<file path="src/rtl/rv32imf_pkg.sv">
// Shared types and constants for the rv32imf memory-side blocks.
// Holds the OBI arbiter FSM encoding and the requester ID values.
package rv32imf_pkg;

  typedef enum logic [1:0] {
    ARB_IDLE   = 2'd0,
    ARB_LOCK_I = 2'd1,
    ARB_LOCK_D = 2'd2
  } arb_state_e;

  localparam logic ARB_ID_INSTR = 1'b0;
  localparam logic ARB_ID_DATA  = 1'b1;

  // Round-robin choice on a tie: the requester that was not granted last.
  function automatic logic arb_rr_pick(input logic last_id);
    return ~last_id;
  endfunction

endpackage

</file>
<file path="src/rtl/rv32imf_obi_arb_id_fifo.sv">
// In-order FIFO of 1-bit requester IDs for outstanding memory transactions.
// Pointers wrap modulo DEPTH, so any DEPTH >= 1 is supported.
module rv32imf_obi_arb_id_fifo #(
  parameter int unsigned DEPTH = 4,
  localparam int unsigned CNT_W = $clog2(DEPTH + 1),
  localparam int unsigned PTR_W = (DEPTH > 1) ? $clog2(DEPTH) : 1
) (
  input  logic             clk,
  input  logic             rst_n,
  input  logic             push,
  input  logic             push_id,
  input  logic             pop,
  output logic             head,
  output logic [CNT_W-1:0] cnt,
  output logic             full
);

  logic [DEPTH-1:0] id_q;
  logic [PTR_W-1:0] wr_ptr_q;
  logic [PTR_W-1:0] rd_ptr_q;
  logic [CNT_W-1:0] cnt_q;
  logic             push_ok;
  logic             pop_ok;

  function automatic logic [PTR_W-1:0] ptr_inc(input logic [PTR_W-1:0] p);
    if (p == PTR_W'(DEPTH - 1)) begin
      return '0;
    end
    return p + PTR_W'(1);
  endfunction

  assign full    = (cnt_q == CNT_W'(DEPTH));
  assign push_ok = push && !full;
  assign pop_ok  = pop && (cnt_q != '0);
  assign head    = id_q[rd_ptr_q];
  assign cnt     = cnt_q;

  always_ff @(posedge clk or negedge rst_n) begin
    if (!rst_n) begin
      id_q     <= '0;
      wr_ptr_q <= '0;
      rd_ptr_q <= '0;
      cnt_q    <= '0;
    end else begin
      if (push_ok) begin
        id_q[wr_ptr_q] <= push_id;
        wr_ptr_q       <= ptr_inc(wr_ptr_q);
      end
      if (pop_ok) begin
        rd_ptr_q <= ptr_inc(rd_ptr_q);
      end
      case ({push_ok, pop_ok})
        2'b10:   cnt_q <= cnt_q + CNT_W'(1);
        2'b01:   cnt_q <= cnt_q - CNT_W'(1);
        default: cnt_q <= cnt_q;
      endcase
    end
  end

endmodule

</file>
<file path="src/rtl/rv32imf_obi_arbiter.sv">
// Two-to-one OBI arbiter sharing one memory port between instruction prefetch
// and the load/store unit; responses are routed through an in-order ID FIFO.
module rv32imf_obi_arbiter
  import rv32imf_pkg::*;
#(
  parameter int unsigned MAX_OUTSTANDING = 4,
  parameter int unsigned RR_ARB          = 0,
  parameter int unsigned CNT_W           = $clog2(MAX_OUTSTANDING + 1)
) (
  input  logic        clk,
  input  logic        rst_n,
  input  logic        instr_req_i,
  input  logic [31:0] instr_addr_i,
  output logic        instr_gnt_o,
  output logic        instr_rvalid_o,
  output logic [31:0] instr_rdata_o,
  output logic        instr_err_o,
  input  logic        data_req_i,
  input  logic [31:0] data_addr_i,
  input  logic        data_we_i,
  input  logic [3:0]  data_be_i,
  input  logic [31:0] data_wdata_i,
  output logic        data_gnt_o,
  output logic        data_rvalid_o,
  output logic [31:0] data_rdata_o,
  output logic        data_err_o,
  output logic        mem_req_o,
  output logic [31:0] mem_addr_o,
  output logic        mem_we_o,
  output logic [3:0]  mem_be_o,
  output logic [31:0] mem_wdata_o,
  input  logic        mem_gnt_i,
  input  logic        mem_rvalid_i,
  input  logic [31:0] mem_rdata_i,
  input  logic        mem_err_i
);

  // Handshake: a request is accepted in a cycle where mem_req_o && mem_gnt_i;
  // each accepted request is answered by exactly one mem_rvalid_i, in order.

  arb_state_e       state_q;
  arb_state_e       state_d;
  logic             last_q;
  logic             idle_sel;
  logic             sel;
  logic             any_req;
  logic             accept;
  logic             rsp_ok;
  logic             fifo_head;
  logic             fifo_full;
  logic [CNT_W-1:0] cnt_q;

  assign any_req   = instr_req_i || data_req_i;
  assign mem_req_o = any_req && !fifo_full;
  assign accept    = mem_req_o && mem_gnt_i;

  always_comb begin
    idle_sel = ARB_ID_INSTR;
    if (instr_req_i && data_req_i) begin
      idle_sel = (RR_ARB != 0) ? arb_rr_pick(last_q) : ARB_ID_DATA;
    end else if (data_req_i) begin
      idle_sel = ARB_ID_DATA;
    end
  end

  // A lock only forces the selection while the locked requester still asks;
  // otherwise the idle choice applies so no grant goes to an idle requester.
  always_comb begin
    sel     = idle_sel;
    state_d = state_q;
    case (state_q)
      ARB_IDLE: begin
        if (mem_req_o && !mem_gnt_i) begin
          state_d = (idle_sel == ARB_ID_DATA) ? ARB_LOCK_D : ARB_LOCK_I;
        end
      end
      ARB_LOCK_I: begin
        if (instr_req_i) begin
          sel = ARB_ID_INSTR;
          if (accept) state_d = ARB_IDLE;
        end else begin
          state_d = ARB_IDLE;
        end
      end
      ARB_LOCK_D: begin
        if (data_req_i) begin
          sel = ARB_ID_DATA;
          if (accept) state_d = ARB_IDLE;
        end else begin
          state_d = ARB_IDLE;
        end
      end
      default: state_d = ARB_IDLE;
    endcase
  end

  always_ff @(posedge clk or negedge rst_n) begin
    if (!rst_n) begin
      state_q <= ARB_IDLE;
      last_q  <= ARB_ID_INSTR;
    end else begin
      state_q <= state_d;
      if (accept) last_q <= sel;
    end
  end

  always_comb begin
    mem_addr_o  = '0;
    mem_we_o    = 1'b0;
    mem_be_o    = '0;
    mem_wdata_o = '0;
    if (any_req) begin
      if (sel == ARB_ID_DATA) begin
        mem_addr_o  = data_addr_i;
        mem_we_o    = data_we_i;
        mem_be_o    = data_be_i;
        mem_wdata_o = data_wdata_i;
      end else begin
        mem_addr_o = instr_addr_i;
        mem_be_o   = 4'b1111;
      end
    end
  end

  assign instr_gnt_o = accept && (sel == ARB_ID_INSTR);
  assign data_gnt_o  = accept && (sel == ARB_ID_DATA);

  rv32imf_obi_arb_id_fifo #(
    .DEPTH (MAX_OUTSTANDING)
  ) u_id_fifo (
    .clk     (clk),
    .rst_n   (rst_n),
    .push    (accept),
    .push_id (sel),
    .pop     (mem_rvalid_i),
    .head    (fifo_head),
    .cnt     (cnt_q),
    .full    (fifo_full)
  );

  // Responses with nothing outstanding are dropped.
  assign rsp_ok         = mem_rvalid_i && (cnt_q != '0);
  assign instr_rvalid_o = rsp_ok && (fifo_head == ARB_ID_INSTR);
  assign data_rvalid_o  = rsp_ok && (fifo_head == ARB_ID_DATA);
  assign instr_rdata_o  = mem_rdata_i;
  assign data_rdata_o   = mem_rdata_i;
  assign instr_err_o    = mem_err_i;
  assign data_err_o     = mem_err_i;

endmodule
</file>
<file path="config.mk">
export PLATFORM = sky130hd
export DESIGN_NAME = rv32imf_obi_arbiter
export DESIGN_NICKNAME = d
export VERILOG_FILES = /design/src/rtl/rv32imf_pkg.sv /design/src/rtl/rv32imf_obi_arb_id_fifo.sv /design/src/rtl/rv32imf_obi_arbiter.sv
export SDC_FILE = /design/constraint.sdc
export NUM_CORES = 1
export LEC_CHECK = 0
export ABC_AREA = 1
export BUFFER_PORTS_ARGS = -buffer_cell sky130_fd_sc_hd__buf_2
export CAP_MARGIN = 20
export CORE_AREA = 2 2 108 110
export DETAILED_ROUTE_END_ITERATION = 7
export DIE_AREA = 0 0 110 112
export PLACE_DENSITY_LB_ADDON = 0.08
export SKIP_LAST_GASP = 1
export SYNTH_ARGS = -nofsm -noshare
export SYNTH_HDL_FRONTEND = slang
export SYNTH_SLANG_ARGS = --single-unit
</file>
<file path="constraint.sdc">
create_clock -name clk -period 6 [get_ports clk]
set_clock_uncertainty 0.2 [all_clocks]
set_input_delay 0.3 -clock clk [delete_from_list [all_inputs] [get_ports clk]]
set_output_delay 0.3 -clock clk [all_outputs]
set_load 0.1 [all_outputs]
</file>
# --- Word-level counts from Yosys, hierarchy flattened ---
# Index checks and enable logic that the tools add are counted.
word_totals:
  ff_bits: 13
  elab_cells: 72
classes:
  add_sub_neg: 4
  magnitude_cmp: 3
  n_eq_ne: 8
  muxes: 33
  n_bitwise: 2
  reduce_logical: 17
ops:
  columns: ["operator", "count"]
  rows:
  - ["32-bit 2-to-1 mux", 4]
  - ["2-bit 2-to-1 mux", 9]
  - ["1-bit 2-to-1 mux", 12]
  - ["1-bit logical AND", 11]
  - ["2-bit == test, second input constant", 4]
  - ["4-bit 2-to-1 mux", 2]
  - ["2-bit by 3-bit less-than comparator with 1-bit output, second input constant", 2]
  - ["2-bit case mux with 3 select lines", 1]
  - ["3-bit case mux with 2 select lines", 1]
  - ["2-bit by 1-bit adder with 2-bit output, second input constant", 2]
  - ["4-bit bitwise mux", 1]
  - ["2-bit by 1-bit == test with 1-bit output, second input constant", 2]
  - ["3-bit by 1-bit adder with 3-bit output, second input constant", 1]
  - ["3-bit == test, second input constant", 1]
  - ["3-bit nonzero test", 1]
  - ["3-bit by 1-bit subtractor with 3-bit output, second input constant", 1]
  - ["1-bit binary-select mux with 2-bit select", 1]
  - ["1-bit demux with 2-bit select", 1]
  - ["2-bit by 1-bit greater-or-equal comparator with 1-bit output, second input constant", 1]
  - ["1-bit logical NOT", 2]
  - ["2-bit logical NOT", 1]
  - ["2-bit inequality test, second input constant", 1]
  - ["1-bit NOT", 2]
  - ["1-bit case mux with 2 select lines", 1]
  - ["other kinds (2)", 2]

# --- Depth between registers and ports, before layout ---
# Gate-level depths: netlist of the first run.
logic_depth:
  word_depth: 7
  mapped_depth: 9
  mapped_depth_nobuf: 9

# --- By module ---
# From an unflattened synthesis of the first run, not the netlist that was laid out.
unflattened:
  hier_cells: 443
  area_unflattened_um2: 2532.4
by_module_without_submodules:
  columns: ["mod", "n_inst", "cells_each", "area_per_inst_um2", "seq_area_each_um2"]
  rows:
  - ["rv32imf_obi_arbiter", 1, 364, 1855.5, 50.0]
  - ["rv32imf_obi_arb_id_fifo", 1, 79, 676.9, 275.3]

# --- Worst setup path after synthesis of the first run ---
# Ideal clock, no wire load.
synth_timing:
  kind: "register to output"
  from: "register state_q[0]"
  to: "output mem_addr_o[12]"
  arrival_ps: 2451
  required_ps: 5500
  setup_slack_ps: 3049
  stages_incl_launch_ff: 9
  n_path_buf: 1
  path_cell_list: "dfrtp_1 -> inv_1 -> ha_1 -> nand3b_1 -> nand2_2 -> inv_2 -> buf_2 -> nor2_1 -> nor2_1"
synth_via:
  elab_chain_len: 4
  word_cells_on_any_way: 5
  cone_classes: "eq/ne (2); mux (3)"
synth_lines:
  columns: ["element", "line", "source"]
  rows:
  - ["start: declaration", "rv32imf_obi_arbiter.sv:41", "arb_state_e state_q;"]
  - ["start signal: assignment", "rv32imf_obi_arbiter.sv:102", "state_q <= state_d;"]
  - ["2-bit == test or 2-bit by 1-bit == test with 1-bit output (tied branches)", "rv32imf_obi_arbiter.sv:71", "case (state_q)"]
  - ["1-bit case mux with 2 select lines (*)", "rv32imf_obi_arbiter.sv:71", null]
  - ["32-bit 2-to-1 mux (*)", "rv32imf_obi_arbiter.sv:113", "if (sel == ARB_ID_DATA) begin"]
  - ["32-bit 2-to-1 mux (*)", "rv32imf_obi_arbiter.sv:112", "if (any_req) begin"]
  - ["end: declaration", "rv32imf_obi_arbiter.sv:28", "output logic [31:0] mem_addr_o,"]
# Every way passes the cells marked *; elsewhere a longest branch is shown, timed or not.

# --- Worst setup path in the final report of the first run ---
layout_timing:
  from: "register state_q[0]"
  to: "output mem_addr_o[1]"
# Same word-level chain as after synthesis.

==> results of run 1 <==
-- worst register-to-register path: stages, from the launching register on --
cell and delay [ns]:
dfrtp_1 0.38, inv_1 0.09, ha_1 0.21, nand3b_1 0.17, nand2_2 0.59, buf_4 0.53, o21ai_1 0.13
-- repair_timing --
action,4_1_cts,5_1_grt
endpoints found under the setup margin,0,0
hold buffers,1,0
setup buffers,0,0
hold endpoints to repair,13,0
-- sequential cells by signal (all words and copies together), names as in the netlist --
register / cells
state_q: 2
u_id_fifo.cnt: 3
u_id_fifo.id_q: 4
u_id_fifo.rd_ptr_q: 2
u_id_fifo.wr_ptr_q: 2
-- cell usage in the layout (no fill, tap or decap), types with 2 or more instances in the layout --
master and instances:
buf_2 180, nor2_2 18, nor2_1 85, a21oi_1 4, clkbuf_16 3, nand2_2 3, o21ai_2 18, o21ai_1 8
ha_1 10, o21ai_0 20, inv_2 4, inv_1 51, nand3_4 2, nand3_1 2, nand2_1 35, dfrtp_1 13
-- kinds of logic (layout without fill, tap and decap cells) --
family | after synthesis | in the layout | synth area share
AOI/OAI and AO/OA | 52 | 52 | 0.145
xor gates and xnor gates | 2 | 2 | 0.00760
adders and majority gates | 11 | 11 | 0.0630
buffers and inverters | 136 | 241 | 0.368
DFF | 13 | 13 | 0.141
and+or+nand+nor | 146 | 146 | 0.275
-- cell type report --
cell class              instances  area share
clock buffers                   4      0.0278
inverters                      55      0.0727
multi-input cells             211       0.398
flip-flops and latches         13       0.115
well taps                     143      0.0630
repair buffers                182       0.323
-- layer usage --
metal  up-vias  GRT usage
li1       1224          -
met2       121      0.222
met1      1023      0.119
met5         -          0
met4         0     0.0515
met3        30     0.0240
-- power groups by stage --
stage / clock, mW / sequential [mW] / combinational (mW)
detailed placement: 0 / 0.166 / 1.62
CTS: 0.131 / 0.165 / 1.63
global route: 0.135 / 0.173 / 1.71
finish: 0.126 / 0.164 / 1.61
floorplan: 0 / 0.157 / 1.63
global placement: 0 / 0.166 / 1.63
-- stage by stage --
stage	power, mW	instance area [µm²]	setup WS [ns]	util	cells
after floorplan	1.79	2300	3.05	-	360
after global placement	1.79	2750	2.76	0.246	603
after detailed placement	1.79	2750	2.72	0.246	603
after CTS	1.92	2840	2.46	0.254	608
after global routing	2.02	2840	2.19	0.254	608
final	1.90	2840	2.57	0.254	608
-- path summary, 6_finish.rpt --
path	slack, ns	depth (start not counted)	end
max	2.57	8	mem_addr_o[1]
min	0.25	5	state_q[1]$_DFFE_PN0P_
max reg2reg	3.56	6	u_id_fifo.id_q[3]$_DFFE_PN0P_
min reg2reg	0.29	2	u_id_fifo.id_q[1]$_DFFE_PN0P_
max in group asynchronous	5.05	2	u_id_fifo.rd_ptr_q[0]$_DFFE_PN0P_
min in group asynchronous	0.30	2	state_q[0]$_DFFE_PN0P_
==> impl_metrics.toml, run 1 <==
[cells_and_area]
multi_input_area_mm2 = 0.00113
diodes = 0
seqCellArea_um2 = 325
area_growth_pct = 23.2
nets = 617
drive_gt1_frac = 0.495
fillerInstances = 1296

[place]
portBuffers = 180
place_congestion = 0.804
place_hpwl_um = 6120

[logic_synthesis]
ys_warn_count = 0
async_flop_share = 1.00
synth_nets = 511
avgSynthCellArea_um2 = 6.40
synth_top_area_share = 0.228
synth-edff-count = 0
synth-seq-area-share = 0.141
ys_top_cells_by_count = "nor2_1, buf_4, inv_1"
ys.flop_type = "dfrtp_1"
synth_cell_types = 24
synth.most_common_cell = "nor2_1"
yosys-top-cells-area = "buf_4, dfrtp_1, nor2_1, inv_1, o21ai_2"
synth_area_leader_cell = "buf_4"
ys_ff_latch = 13
synth_area_mm2 = 0.00230
syn_inst = 360

[timing]
maxSlewViolCount = 0
finalSetupViolations = 0
tightest_slew_ns = 0.954
max_slew_margin = 0.362
timing.hold.ws_ns = 0.249
timing.fmax_mhz = 291
final_hold_viol_count = 0
finalCritPeriodShare = 0.572
grt_setup_unrepaired = "false"
tns_ns = 0
min_period_ns = 3.43

[setup_path]
cp_num_buf_inv = 3
startpoint_type = "register"
timing.critical_path.slowest_cell_delay_ns = 0.59
required_ns = 5.50
end_kind = "output port"
crit_family = "buffers and inverters"
r2r-start = "state_q[0]$_DFFE_PN0P_"
critPathSlowestCell = "nand2_2"
worstPathArrival_ns = 2.93
crit_chain = "inv_1 -> ha_1 -> nand3b_1 -> nand2_2 -> buf_4 -> o21ai_0 -> nor2_1 -> buf_2"
cp-startpoint = "state_q[0]$_DFFE_PN0P_"
critPathMaxFanout = 46
timing_worst_setup_path_type = "reg2out"

[job]
maxCapViolCount = 0

[grt]
grt_max_degree = 47
grt_pass1_wl_um = 11200
gr-usage-all-layers = 0.117
antenna_found_initial = 0
grt_pass1_vias = 2350
grt_overflow_total = 0

[power_and_ir_drop]
power_frac_comb = 0.847
clkPwrFrac = 0.066
p_per_area_mw_per_mm2 = 670
power_frac_seq = 0.086
peakVddDrop_v = 0.000283
switching_power_mw = 1.42
internal-power_uw = 477
power.leakage_nw = 1.73
switching_share = 0.749

[floorplanning]
fp.dieW_um = 110
die_area_mm2 = 0.0123
io-pin-count = 280
core-area_mm2 = 0.0112
start_util = 0.206
rows = 39
die_height_um = 112

[route]
met1_length_um = 2620
avgViaCountPerCell = 3.94
dr.max_layer_used = "met4"
dr.pass1.iters = 4
drt-initial-drc-count = 66
wl_met2_um = 3940
drc = 0
detail_route.wl_per_cell_um = 12.4
route.antenna.remaining_nets = 0
wl_um = 7520
met3_length_um = 681
num_vias = 2398

[hold_path]
hold_class = "in2reg"
hold_path_startpoint = "data_req_i"

[clock_tree]
cts-root-buf = "clkbuf_16"
cts_tree = "built"
clock_path_buffers = 2
clk_pin_slew_worst_paths_ns = 0.05
insertion_delay_ns = 0.24
ctsResizeCount = 0
htree_levels = 1
clkSinkCount = 13
numCtsBuffers = 3

[run_status]
outcome = "completed"
(Power assumes the default switching activity.)
==> run 2, diff against run 1 <==
- clock period: 6 -> 3.6 ns (I/O delays scaled with it)
==> run 2 against run 1 <==
Net effect:
- register-to-register slack worse by 2.2 ns
- cell count is 0.16% higher
- largest power group unchanged
- utilization is 4.5 points higher
- clock power is 70% higher
- largest cell class is now buffers
- final area is 18% higher
==> impl_metrics.toml, run 2 (synthesis results as in run 1) <==
[run_status]
outcome = "completed"

[setup_path]
worstPathArrival_ns = 2.48
required_ns = 3.22
timing_worst_setup_path_type = "reg2out"
startpoint_type = "register"
critPathMaxFanout = 74
end_kind = "output port"

[timing]
final_hold_viol_count = 0
maxSlewViolCount = 0
grt_setup_unrepaired = "false"
tightest_slew_ns = 0.857
tns_ns = 0
max_slew_margin = 0.429
finalSetupViolations = 0
min_period_ns = 2.86
timing.hold.ws_ns = 0.124
timing.fmax_mhz = 350
finalCritPeriodShare = 0.794

[grt]
gr-usage-all-layers = 0.118
antenna_found_initial = 0
grt_max_degree = 75
grt_overflow_total = 0
grt_pass1_vias = 2227
grt_pass1_wl_um = 11300

[floorplanning]
die_height_um = 112
start_util = 0.206
fp.dieW_um = 110
core-area_mm2 = 0.0112
io-pin-count = 280
rows = 39
die_area_mm2 = 0.0123

[route]
avgViaCountPerCell = 3.93
num_vias = 2393
drc = 0
drt-initial-drc-count = 79
detail_route.wl_per_cell_um = 12.7
wl_um = 7720
dr.pass1.iters = 4
route.antenna.remaining_nets = 0

[place]
place_hpwl_um = 6280
portBuffers = 180
place_congestion = 0.790

[cells_and_area]
drive_gt1_frac = 0.496
largest-register = "u_id_fifo.id_q"
final_cell_mix = "buf_2, nor2_1, inv_1"
final_util = 0.299
fillerInstances = 1213
area_growth_pct = 45.0
diodes = 0
nets = 618
final_common_cell = "buf_2"
largest_register_ffs = 4

[clock_tree]
insertion_delay_ns = 0.24
htree_levels = 1
clkSinkCount = 13
clk_pin_slew_worst_paths_ns = 0.05
cts-root-buf = "clkbuf_16"
cts_tree = "built"
post_cts_buffers = 0
clock_path_buffers = 2
numCtsBuffers = 3

[power_and_ir_drop]
peakVddDrop_v = 0.000469
p_per_area_mw_per_mm2 = 1070
power.total_mw = 3.59
power.leakage_nw = 1.90

[hold_path]
hold_class = "in2reg"

[job]
maxCapViolCount = 0
-- run 2: timing repair --
item	CTS	global route
endpoints found under the hold margin	13	0
hold buffers	1	0
gates resized for setup	0	0
-- run 2: report_power, final --
group | internal (mW) | switching [mW]
clock | 0.150 | 0.0646
sequential | 0.217 | 0.0561
combinational | 0.772 | 2.33
-- run 2: worst paths after layout --
check | from | end | slack, ns | depth (start not counted)
worst max-delay path | state_q[0]$_DFFE_PN0P_ | mem_be_o[0] | 0.74 | 8
worst min-delay path | data_req_i | state_q[1]$_DFFE_PN0P_ | 0.12 | 5
worst max register to register | u_id_fifo.cnt[0]$_DFFE_PN0P_ | u_id_fifo.cnt[2]$_DFFE_PN0P_ | 1.36 | 8
worst min register to register | u_id_fifo.id_q[3]$_DFFE_PN0P_ | u_id_fifo.id_q[3]$_DFFE_PN0P_ | 0.30 | 2
max in group asynchronous | rst_n | u_id_fifo.wr_ptr_q[1]$_DFFE_PN0P_ | 2.78 | 2
min in group asynchronous | rst_n | state_q[0]$_DFFE_PN0P_ | 0.17 | 2
-- run 2: worst max-delay path: stages, from the launching register on --
cell and delay [ns]:
dfrtp_1 0.39, inv_1 0.09, ha_1 0.21, nand3b_1 0.16, nand2_2 0.08, buf_4 0.64, o21ai_1 0.12, inv_1 0.07
buf_2 0.41
-- run 2: through the flow --
step	area, µm²	std cells	worst slack, ns
finish	3340	609	0.741
CTS	3340	609	0.700
global placement	3250	604	1.00
detailed placement	3250	604	0.964
global route	3340	609	0.449
floorplan	2300	360	0.769
-- run 2: per-layer routing --
layer  share of wire  wire length, µm  up-vias  global-route usage
met5               0                0        -                   0
met4           0.035              269        0              0.0532
met3           0.088              682       26              0.0228
met2            0.52             4040      122               0.220
met1            0.35             2730     1023               0.126
li1                -                -     1222                   -
-- run 2: final cells by class --
type / instances / area, µm² / share of cell area
Timing Repair Buffer: 183 / 1420 / 0.425
Multi-Input combinational cell: 211 / 1130 / 0.338
Sequential cell: 13 / 325 / 0.0973
Inverter: 55 / 206 / 0.0618
Tap cell: 143 / 179 / 0.0535
Clock buffer: 4 / 78.8 / 0.0236
==> run 3, diff against run 2 <==
- clock period: 3.6 -> 2.6 ns (I/O delays scaled with it)
==> run 3 against run 2 <==
Net effect:
- total power rose by 47%
- critical path depth did not move
- utilization rose by 2.7 points
- die area did not move
- critical path type unchanged
- routed wire length rose by 11%
- sequential share of layout area fell by 0.81 points
- final area rose by 9.1%
- critical endpoint is now mem_addr_o[3]
- worst hold slack got worse by 0.064 ns
- clock-buffer cell count did not move
- cell count rose by 0.99%
==> impl_metrics.toml, run 3 (synthesis results as in run 1) <==
[cells_and_area]
fin_cells = 615
diodes = 0
drive_gt1_frac = 0.542
final_common_cell = "buf_2"
nets = 624
final_cell_mix = "buf_2, nor2_1, inv_1"
largest_register_ffs = 4
largest-register = "u_id_fifo.id_q"
area_growth_pct = 58.1

[place]
place_congestion = 0.791
place_hpwl_um = 7360
dp.cells = 610
portBuffers = 180

[grt]
grt_pass1_wl_um = 12700
antenna_found_initial = 1
grt_pass1_vias = 2390
grt_max_degree = 39
gr-usage-all-layers = 0.135
grt_overflow_total = 0

[timing]
timing.hold.ws_ns = 0.0600
maxSlewViolCount = 0
max_slew_margin = 0.645
finalSetupViolations = 0
final_hold_viol_count = 0
finalCritPeriodShare = 0.911
min_period_ns = 2.37
tns_ns = 0
grt_setup_unrepaired = "false"
tightest_slew_ns = 0.536
timing.fmax_mhz = 422

[run_status]
outcome = "completed"

[power_and_ir_drop]
power.leakage_nw = 1.99
p_per_area_mw_per_mm2 = 1450
peakVddDrop_v = 0.000490

[route]
detail_route.wl_per_cell_um = 13.9
num_vias = 2365
wl_um = 8570
drc = 0
dr.pass1.iters = 4
route.antenna.remaining_nets = 0
wl_met2_um = 4480
avgViaCountPerCell = 3.85
met3_length_um = 863
drt-initial-drc-count = 103
met1_length_um = 2970
dr.max_layer_used = "met4"

[setup_path]
end_kind = "output port"
timing_worst_setup_path_type = "reg2out"
critPathSlowestCell = "dfrtp_1"
crit_chain = "inv_1 -> ha_1 -> nand3b_1 -> nand2_2 -> buf_4 -> o21ai_0 -> nor2_2 -> buf_12"
worstPathArrival_ns = 2.04
critPathMaxFanout = 17
startpoint_type = "register"
required_ns = 2.27
timing.critical_path.slowest_cell_delay_ns = 0.39

[floorplanning]
fp.dieW_um = 110
die_area_mm2 = 0.0123
rows = 39
start_util = 0.206
io-pin-count = 280
core-area_mm2 = 0.0112
die_height_um = 112

[clock_tree]
cts_tree = "built"
clk_pin_slew_worst_paths_ns = 0.04
insertion_delay_ns = 0.24
clkSinkCount = 13
clock_path_buffers = 2
numCtsBuffers = 3
cts-root-buf = "clkbuf_16"
htree_levels = 1
post_cts_buffers = 0

[job]
maxCapViolCount = 0

[hold_path]
hold_class = "in2out"
## run 3: cell types whose count changed in the layout (fill, tap and decap cells not counted)
| cell | delta |
|---|---|
| buf_2 | -13 |
| inv_2 | -1 |
| inv_4 | +1 |
| nor2_1 | -19 |
| nor2_2 | +19 |
| buf_4 | +5 |
| buf_12 | +14 |
## run 3: layout make-up
class | count | area, µm²
fillers | 1247 | 7530
inverters | 55 | 209
well taps | 143 | 179
clock buffers | 4 | 78.8
flip-flops and latches | 13 | 325
multi-input cells | 211 | 1180
repair buffers | 189 | 1670
## run 3: path summary, 6_finish.rpt
check | startpoint | endpoint | slack [ns] | cells past startpoint
min | mem_rdata_i[6] | data_rdata_o[6] | 0.06 | 0
max in group asynchronous | rst_n | state_q[0]$_DFFE_PN0P_ | 1.85 | 2
max | state_q[0]$_DFFE_PN0P_ | mem_addr_o[3] | 0.23 | 8
min in group asynchronous | rst_n | u_id_fifo.wr_ptr_q[0]$_DFFE_PN0P_ | 0.11 | 2
min reg2reg | u_id_fifo.id_q[3]$_DFFE_PN0P_ | u_id_fifo.id_q[3]$_DFFE_PN0P_ | 0.29 | 2
max reg2reg | u_id_fifo.cnt[1]$_DFFE_PN0P_ | u_id_fifo.cnt[2]$_DFFE_PN0P_ | 0.49 | 9
## run 3: through the flow
step | worst slack, ns | total power [mW] | util | area (µm²)
after global routing | 0.0441 | 5.55 | 0.326 | 3640
final | 0.232 | 5.27 | 0.326 | 3640
after detailed placement | 0.448 | 5.03 | 0.318 | 3550
after floorplan | -0.166 | 4.17 | - | 2350
after CTS | 0.172 | 5.33 | 0.326 | 3640
after global placement | 0.472 | 5.02 | 0.318 | 3550
## run 3: per-layer routing
metal	vias up	GRT usage
met5	-	0
li1	1234	-
met2	98	0.245
met3	24	0.0416
met4	0	0.0540
met1	1009	0.142
## run 3: report_power, final
part / switching, mW / internal [mW]
Sequential: 0.0762 / 0.301
Combinational: 3.32 / 1.29
Clock: 0.0816 / 0.207
## run 3: critical path, delay by kind of cell (launching register included)
kind,cells,cell delay (ns)
buf+inv,3,0.57
simple gates,3,0.47
flops,1,0.39
fa+ha+maj,1,0.21
compound gates,1,0.15
## run 3: what timing repair did
| item | CTS | global route |
|---|---|---|
| hold buffers | 1 | 0 |
| endpoints found under the setup margin | 0 | 3 |
| gates resized for setup | 0 | 2 |
| endpoints found under the hold margin | 13 | 0 |
